File: config.mk
export PLATFORM = sky130hd
export DESIGN_NAME = poly_fir_ctrl
export DESIGN_NICKNAME = d
export VERILOG_FILES = /design/src/rtl/poly_fir_ctrl_pkg.sv /design/src/rtl/poly_fir_ctrl_clk_en_div.sv /design/src/rtl/poly_fir_ctrl.sv
export SDC_FILE = /design/constraint.sdc
export NUM_CORES = 1
export LEC_CHECK = 0
export CAP_MARGIN = 20
export CORE_MARGIN = 2
export CORE_UTILIZATION = 46
export DETAILED_ROUTE_END_ITERATION = 6
export GPL_ROUTABILITY_DRIVEN = 1
export PLACE_DENSITY = 0.69
export SLEW_MARGIN = 0
export SYNTH_ARGS = -nofsm -noshare
export SYNTH_HDL_FRONTEND = slang
export SYNTH_SLANG_ARGS = --single-unit
File: constraint.sdc
create_clock -name clk -period 4.45 [get_ports clk]
set_clock_uncertainty 0.15 [all_clocks]
set_input_delay 0.89 -clock clk [delete_from_list [all_inputs] [get_ports clk]]
set_output_delay 0.89 -clock clk [all_outputs]
set_load 0.005 [all_outputs]
File: src/rtl/poly_fir_ctrl_pkg.sv
// Shared definitions for the polyphase FIR controller: FSM encoding, phase count
// and default widths.
package poly_fir_ctrl_pkg;

  typedef enum logic [1:0] {
    ST_IDLE  = 2'd0,
    ST_RUN   = 2'd1,
    ST_DRAIN = 2'd2
  } state_e;

  localparam int unsigned N_PHASES    = 4;
  localparam int unsigned PHASE_W     = $clog2(N_PHASES);
  localparam int unsigned NB_DIV_DEF  = 8;
  localparam int unsigned NB_UNDR_DEF = 8;

endpackage

File: src/rtl/poly_fir_ctrl_clk_en_div.sv
// Enable divider: counts while running and flags the edge on which the count
// reaches the latched ratio, where it wraps back to zero.
module poly_fir_ctrl_clk_en_div
  import poly_fir_ctrl_pkg::*;
#(
  parameter int unsigned NB_DIV = NB_DIV_DEF
) (
  input  logic              clk,
  input  logic              i_rst,
  input  logic              run_i,
  input  logic              clr_i,
  input  logic [NB_DIV-1:0] div_i,
  output logic              wrap_o
);

  logic [NB_DIV-1:0] cnt_q, cnt_d;

  assign wrap_o = run_i && (cnt_q == div_i);

  always_comb begin
    cnt_d = cnt_q;
    if (clr_i)
      cnt_d = '0;
    else if (run_i)
      cnt_d = wrap_o ? '0 : cnt_q + 1'b1;
  end

  always_ff @(posedge clk) begin
    if (i_rst)
      cnt_q <= '0;
    else
      cnt_q <= cnt_d;
  end

endmodule

File: src/rtl/poly_fir_ctrl.sv
// Feeds 1-bit symbols to a 4-phase polyphase FIR: one enable pulse per divider
// wrap, a new symbol only on phase 0, missed phase-0 slots counted as underruns.
module poly_fir_ctrl
  import poly_fir_ctrl_pkg::*;
#(
  parameter int unsigned NB_DIV  = NB_DIV_DEF,
  parameter int unsigned NB_UNDR = NB_UNDR_DEF
) (
  input  logic               clk,
  input  logic               i_rst,
  input  logic               i_start,
  input  logic               i_stop,
  input  logic [NB_DIV-1:0]  i_div,
  input  logic               i_sym_valid,
  input  logic               i_sym_data,
  output logic               o_sym_ready,
  output logic               o_fir_en,
  output logic               o_fir_valid,
  output logic               o_fir_data,
  output logic [1:0]         o_phase,
  output logic               o_busy,
  output logic [NB_UNDR-1:0] o_underrun
);

  state_e               state_q, state_d;
  logic [NB_DIV-1:0]    div_q, div_d;
  logic                 stg_full_q, stg_full_d;
  logic                 stg_data_q, stg_data_d;
  logic                 act_q, act_d;
  logic [PHASE_W-1:0]   phase_q, phase_d;
  logic [PHASE_W-1:0]   ophase_q, ophase_d;
  logic                 fir_en_q, fir_en_d;
  logic                 fir_valid_q, fir_valid_d;
  logic [NB_UNDR-1:0]   undr_q, undr_d;
  logic                 wrap;
  logic                 start_go;

  function automatic logic [NB_UNDR-1:0] sat_inc(input logic [NB_UNDR-1:0] v);
    return (&v) ? v : v + 1'b1;
  endfunction

  poly_fir_ctrl_clk_en_div #(.NB_DIV(NB_DIV)) u_div (
    .clk    (clk),
    .i_rst  (i_rst),
    .run_i  (state_q != ST_IDLE),
    .clr_i  (start_go),
    .div_i  (div_q),
    .wrap_o (wrap)
  );

  always_ff @(posedge clk) begin
    if (i_rst)
      state_q <= ST_IDLE;
    else
      state_q <= state_d;
  end

  // DRAIN only ends on a symbol boundary, so the filter never sees a partial symbol.
  always_comb begin
    state_d = state_q;
    case (state_q)
      ST_IDLE:  if (i_start && !i_stop) state_d = ST_RUN;
      ST_RUN:   if (i_stop) state_d = ST_DRAIN;
      ST_DRAIN: if (phase_q == '0) state_d = ST_IDLE;
      default:  state_d = ST_IDLE;
    endcase
  end

  always_comb begin
    o_busy      = (state_q != ST_IDLE);
    o_sym_ready = (state_q == ST_RUN) && !stg_full_q;
  end

  assign start_go = (state_q == ST_IDLE) && (state_d == ST_RUN);

  always_comb begin
    div_d       = (state_q == ST_IDLE) ? i_div : div_q;
    stg_full_d  = stg_full_q;
    stg_data_d  = stg_data_q;
    act_d       = act_q;
    phase_d     = phase_q;
    ophase_d    = ophase_q;
    fir_en_d    = 1'b0;
    fir_valid_d = 1'b0;
    undr_d      = start_go ? '0 : undr_q;

    if (i_sym_valid && o_sym_ready) begin
      stg_full_d = 1'b1;
      stg_data_d = i_sym_data;
    end

    if (wrap && (state_q == ST_RUN)) begin
      fir_en_d = 1'b1;
      ophase_d = phase_q;
      if (phase_q != '0) begin
        phase_d = phase_q + 1'b1;
      end else if (stg_full_q) begin
        act_d       = stg_data_q;
        stg_full_d  = 1'b0;
        fir_valid_d = 1'b1;
        phase_d     = phase_q + 1'b1;
      end else begin
        undr_d = sat_inc(undr_q);
      end
    end else if (wrap && (state_q == ST_DRAIN) && (phase_q != '0)) begin
      fir_en_d = 1'b1;
      ophase_d = phase_q;
      phase_d  = phase_q + 1'b1;
    end

    // A symbol still staged when draining finishes is never sent.
    if ((state_q == ST_DRAIN) && (phase_q == '0))
      stg_full_d = 1'b0;
  end

  always_ff @(posedge clk) begin
    if (i_rst) begin
      div_q       <= '0;
      stg_full_q  <= 1'b0;
      stg_data_q  <= 1'b0;
      act_q       <= 1'b0;
      phase_q     <= '0;
      ophase_q    <= '0;
      fir_en_q    <= 1'b0;
      fir_valid_q <= 1'b0;
      undr_q      <= '0;
    end else begin
      div_q       <= div_d;
      stg_full_q  <= stg_full_d;
      stg_data_q  <= stg_data_d;
      act_q       <= act_d;
      phase_q     <= phase_d;
      ophase_q    <= ophase_d;
      fir_en_q    <= fir_en_d;
      fir_valid_q <= fir_valid_d;
      undr_q      <= undr_d;
    end
  end

  assign o_fir_en    = fir_en_q;
  assign o_fir_valid = fir_valid_q;
  assign o_fir_data  = act_q;
  assign o_phase     = ophase_q;
  assign o_underrun  = undr_q;

endmodule

After elaboration in Yosys (flattened, before gate mapping)
Cells that the tools add are included.
{ "word_totals": {"register_bits": 35} }
{ "classes": {"addsub": 3, "eq_ne": 6, "muxes": 23, "n_bitwise": 2, "reduce_logical": 22} }
{ "ops": {"columns": ["op", "n"], "rows": [
  ["$mux 8", 6],
  ["$mux 2", 9],
  ["$add 8x1->8 const B", 2],
  ["$logic_and 1x1->1", 9],
  ["$eq 8x8->1", 1],
  ["$reduce_and 8->1", 1],
  ["$mux 1", 7],
  ["$pmux 2 s3", 1],
  ["$reduce_bool 2->1", 3],
  ["$eq 2x1->1 const B", 2],
  ["$logic_not 2->1", 2],
  ["$ne 4x4->1 const B", 1],
  ["$reduce_or 2->1", 2],
  ["$ne 3x2->1 const B", 1],
  ["$reduce_and 3->1", 1],
  ["$reduce_or 3->1", 1],
  ["$add 2x1->2 const B", 1],
  ["$eq 2x2->1 const B", 1],
  ["$logic_not 1->1", 2],
  ["$not 1->1", 2],
  ["$reduce_and 2->1", 1]
]} }

Depth between registers and ports, before layout
{ "logic_depth": {"word_depth": 10, "depth_mapped": 8, "depth_no_buf": 7} }

Hierarchy
Synthesis repeated with hierarchy kept, for this count alone.
{ "unflattened": {"hier_cells": 187, "hier_area_um2": 1596.5} }
{ "by_module_without_submodules": {"columns": ["module", "n_inst", "cells_each", "area_each_um2", "seq_area_each_um2"], "rows": [
  ["poly_fir_ctrl", 1, 137, 1142.3, 540.5],
  ["poly_fir_ctrl_clk_en_div", 1, 50, 454.2, 160.2]
]} }

Worst setup path after synthesis
No wires, ideal clock.
{ "synth_timing": {"path_type": "reg2out", "start": "register state_q[1]", "end": "output o_busy", "t_arrival_ns": 0.886, "required_time_ns": 3.410, "slack_ns": 2.524, "path_stages_with_launch": 4, "path_buffers": 1, "path_cell_list": "dfxtp_1 nor2_1 inv_1 buf_1"} }
{ "synth_via": {"elab_chain_len": 1} }
{ "synth_lines": {"columns": ["item", "line_no", "text"], "rows": [
  ["start, declared", "poly_fir_ctrl.sv:25", "state_e state_q, state_d;"],
  ["start signal, assigned", "poly_fir_ctrl.sv:55", "state_q <= state_d;"],
  ["$reduce_bool 2->1", "poly_fir_ctrl.sv:70", "o_busy = (state_q != ST_IDLE);"],
  ["end, declared", "poly_fir_ctrl.sv:21", "output logic o_busy,"]
]} }
Every way passes these cells.

Worst setup path in the final report
Ends and elaborated chain as after synthesis.

==> reports/summary.md <==
* **Setup-failing EPs final** 0
* **via count of the first global-routing pass** 1434
* **Mapped Cells** 189
* **terminating pin of the worst hold path** div_q[2]$_SDFFE_PP0P_
* **CP required** 3.41 ns
* **worst hold stages** 2
* **Setup crit start kind** flip-flop
* **Max Clock Freq** 332.5 MHz
* **Routed WL per cell** 13.47 um
* **Fin Setup TNS** 0 ns
* **total routing usage reported by global routing** 0.1965
* **Inserted Clock Buffers** 5
* **count of vias placed by the detailed router** 1459
* **biggest fanout along the worst timing path** 15
* **IO Pins** 29
* **post-detail-place hpwl** 2608 um
* **peak ir drop on the vdd network** 0.1462 mV
* **Pre-Repair DR Iteration Count** 4
* **Die Span X** 63.40 um
* **Post-Route Hold Slack** 0.3237 ns
* **clock period minus final worst setup slack** 3.008 ns
* **total setup buffers inserted after CTS** 0
* **global route overflow** 0
* **capture point of the worst reg-to-reg path** o_underrun[4]$_SDFFE_PP0P_
* **antenna cells** 0
* **cell area after synthesis** 1623 um2
* **Layout Nets** 236
* **Least-Margin Pin Slew** 0.8946 ns
* **number of buffers inserted by port buffering** 28
* **number of levels the H-tree was split into** 2
* **Post-Synthesis Net Count** 206
* **Worst Reg2Reg Path Length in Cells** 7
* **post-detailed-route count of antenna-violating nets** 0
* **Synth cell types** 41
* **area of the core** 3363 um2
* **part of the cycle the worst path needs** 0.6759
* **share of layout cells above drive strength 1** 0.05455
* **sequential element share of the synthesized area** 0.4318
* **Clk Tree Root Cell** sky130_fd_sc_hd__clkbuf_4
* **Pins Over Slew Limit** 0
* **cells traversed along the worst timing path** nor2_1 > buf_4 > inv_1 > clkdlybuf4s50_1
* **Via-to-Cell Ratio** 5.485
* **worst setup path category** flip-flop to output port
* **worst skew pair latency** 0.34 ns
* **Placement Rows** 21
* **startpoint of the most critical hold path** div_q[2]$_SDFFE_PP0P_
* **antenna violations before repair** 0
* **global-route wire length before repair** 6341 um
* **worst min-delay path category** flip-flop to flip-flop
* **DRC errors left** 0
* **P&R area growth vs syn** 22.90%
* **result of the run** finished clean
* **starting density of the core** 0.4825
* **pin count of the biggest net entering global routing** 25
* **Max stage delay cell, worst path** sky130_fd_sc_hd__clkdlybuf4s50_1
* **Data arrival, critical path** 1.97 ns
* **count of synthesis-stage warnings from yosys** 0
* **leakage power figure** 0.7156 nW
* **worst reg2reg startpoint** phase_q[0]$_SDFFE_PP0P_
* **Die ar.** 4019 um2
* **flops & latches, synth** 35
* **buffer levels on the longest clock path** 2
* **unrepaired setup endpoints after global routing** false
* **power per standard cell area** 276.5 nW/um2
* **number of cells upsized or downsized after cts** 0
* **number of flops mapped to enable cells by yosys** 0
* **CTS tree** yes
* **cts hold-fix bufs** 0
* **initial detailed-routing violation count** 182
* **relative slew slack** 0.4018
* **reg-to-reg slack, setup** 2.37 ns
* **Post-Synthesis Mean Instance Area** 8.586 um2
* **number of hold violations in the final report** 0
* **clock slew at reported path FFs** 0.11 ns
* **fraction of registers with async set or reset after synthesis** 0
* **Worst Setup End Kind** output port
* **height of the die** 63.40 um
* **Routed WL** 3582 um
* **crit-path max cell delay** 0.59 ns
* **Max Cap Violations** 0
* **placer's final routability congestion estimate** 0.8949
* **clk sinks** 35
* **commonest register cell after synthesis** sky130_fd_sc_hd__dfxtp_1
## where the power goes
group	switching, W	leakage, nW	internal (W)
registers	0.00000693	0.284	0.000320
clock network	0.000103	0.0347	0.0000587
logic	0.0000339	0.397	0.0000287
total	0.000144	0.716	0.000408
## through the flow
stage	std cells	utilization	power (W)	instance area [um2]	setup slack (ns)
floorplan	189	-	0.0003705	1623	2.524
global placement	258	0.5774	0.0003946	1942	1.619
detailed placement	258	0.5774	0.0003970	1942	1.526
CTS	266	0.5930	0.0005580	1994	1.420
global route	266	0.5930	0.0005787	1994	1.300
finish	266	0.5930	0.0005514	1994	1.442
## logic make-up after synthesis
family          count (synthesis)  synth area share
simple gates                   89            0.2868
flops                          35            0.4318
compound gates                 32            0.1226
xor+xnor                       17           0.09175
buf+inv                        10           0.02544
mux                             3           0.01850
fa+ha+maj                       3           0.02313
## flip-flops by register name (all words and copies together), names as in the netlist
signal / count
state_q: 2
o_fir_data: 1
stg_full_q: 1
div_q: 8
o_underrun: 8
phase_q: 2
o_fir_valid: 1
stg_data_q: 1
u_div.cnt_q: 8
o_phase: 2
o_fir_en: 1
## layout by cell type (no fill, tap or decap), types with 2 or more instances in the layout
cell and count:
sky130_fd_sc_hd__nor2_1 18, sky130_fd_sc_hd__clkdlybuf4s50_1 28, sky130_fd_sc_hd__nand2b_1 3, sky130_fd_sc_hd__clkinv_2 3, sky130_fd_sc_hd__a21oi_1 17, sky130_fd_sc_hd__or4_1 2, sky130_fd_sc_hd__and3_1 4, sky130_fd_sc_hd__o211ai_1 3
sky130_fd_sc_hd__xnor2_1 11, sky130_fd_sc_hd__nor4_1 4, sky130_fd_sc_hd__nand3b_1 3, sky130_fd_sc_hd__inv_1 4, sky130_fd_sc_hd__nor3_1 5, sky130_fd_sc_hd__nand4_1 5, sky130_fd_sc_hd__nor2b_1 2, sky130_fd_sc_hd__ha_1 3
sky130_fd_sc_hd__dfxtp_1 35, sky130_fd_sc_hd__clkbuf_4 5, sky130_fd_sc_hd__nand3_1 8, sky130_fd_sc_hd__o21ai_0 3, sky130_fd_sc_hd__nand2_1 25, sky130_fd_sc_hd__and4_1 2, sky130_fd_sc_hd__mux2i_1 3, sky130_fd_sc_hd__xor2_1 6
## critical path, delay by kind of cell, from the launching register on
| kind | cells | cell delay, ns |
|---|---|---|
| and+or+nand+nor | 1 | 0.08 |
| buffers and inverters | 3 | 1.11 |
| DFF | 1 | 0.44 |
## per-layer routing
metal | part of all wire | GRT usage | routed length [um]
met5 | 0 | 0 | 0
met4 | 0.013 | 0.1060 | 45
met3 | 0.063 | 0.05000 | 226
met2 | 0.47 | 0.3079 | 1698
met1 | 0.45 | 0.2467 | 1612
## synthesized netlist by cell type (all sizes together), types with 2 or more instances
library cell / count / area (um2)
o21ai: 4 / 20.01
clkbuf: 4 / 15.01
nand2: 25 / 93.84
nand4: 5 / 31.28
nor3b: 2 / 20.02
xnor2: 11 / 96.34
nand2b: 3 / 18.77
dfxtp: 35 / 700.7
nor4: 4 / 25.02
nor2b: 2 / 12.51
buf: 2 / 11.26
and3: 4 / 25.02
or4: 2 / 15.01
o211ai: 3 / 22.52
xor2: 6 / 52.55
nand3b: 3 / 22.52
nor2: 18 / 67.56
ha: 3 / 37.54
and4: 3 / 28.78
a21oi: 17 / 85.08
nand3: 9 / 50.05
nor3: 5 / 25.02
inv: 4 / 15.01
mux2i: 3 / 30.03
## cell type report
| type | count | area (um2) |
|---|---|---|
| Tap cell | 46 | 57.56 |
| Inverter | 4 | 15.01 |
| Sequential cell | 35 | 700.7 |
| Timing Repair Buffer | 29 | 287.8 |
| Fill cell | 315 | 1369 |
| Multi-Input combinational cell | 144 | 880.8 |
| Clock buffer | 5 | 37.54 |
| Clock inverter | 3 | 15.01 |
## worst max-delay path by stage
| stage | startpoint | to | slack (ns) | cells past startpoint |
|---|---|---|---|---|
| final | state_q[1]$_SDFF_PP0_ | o_busy | 1.44 | 4 |
| after global routing | state_q[1]$_SDFF_PP0_ | o_busy | 1.30 | 4 |
| after CTS | state_q[1]$_SDFF_PP0_ | o_busy | 1.42 | 4 |
| after detailed placement | i_rst | u_div.cnt_q[6]$_SDFFE_PP0N_ | 1.53 | 4 |
| after global placement | i_rst | u_div.cnt_q[4]$_SDFFE_PP0N_ | 1.62 | 4 |
| after floorplan | state_q[1]$_SDFF_PP0_ | o_busy | 2.52 | 3 |
Power figures use the tool's default switching activity.
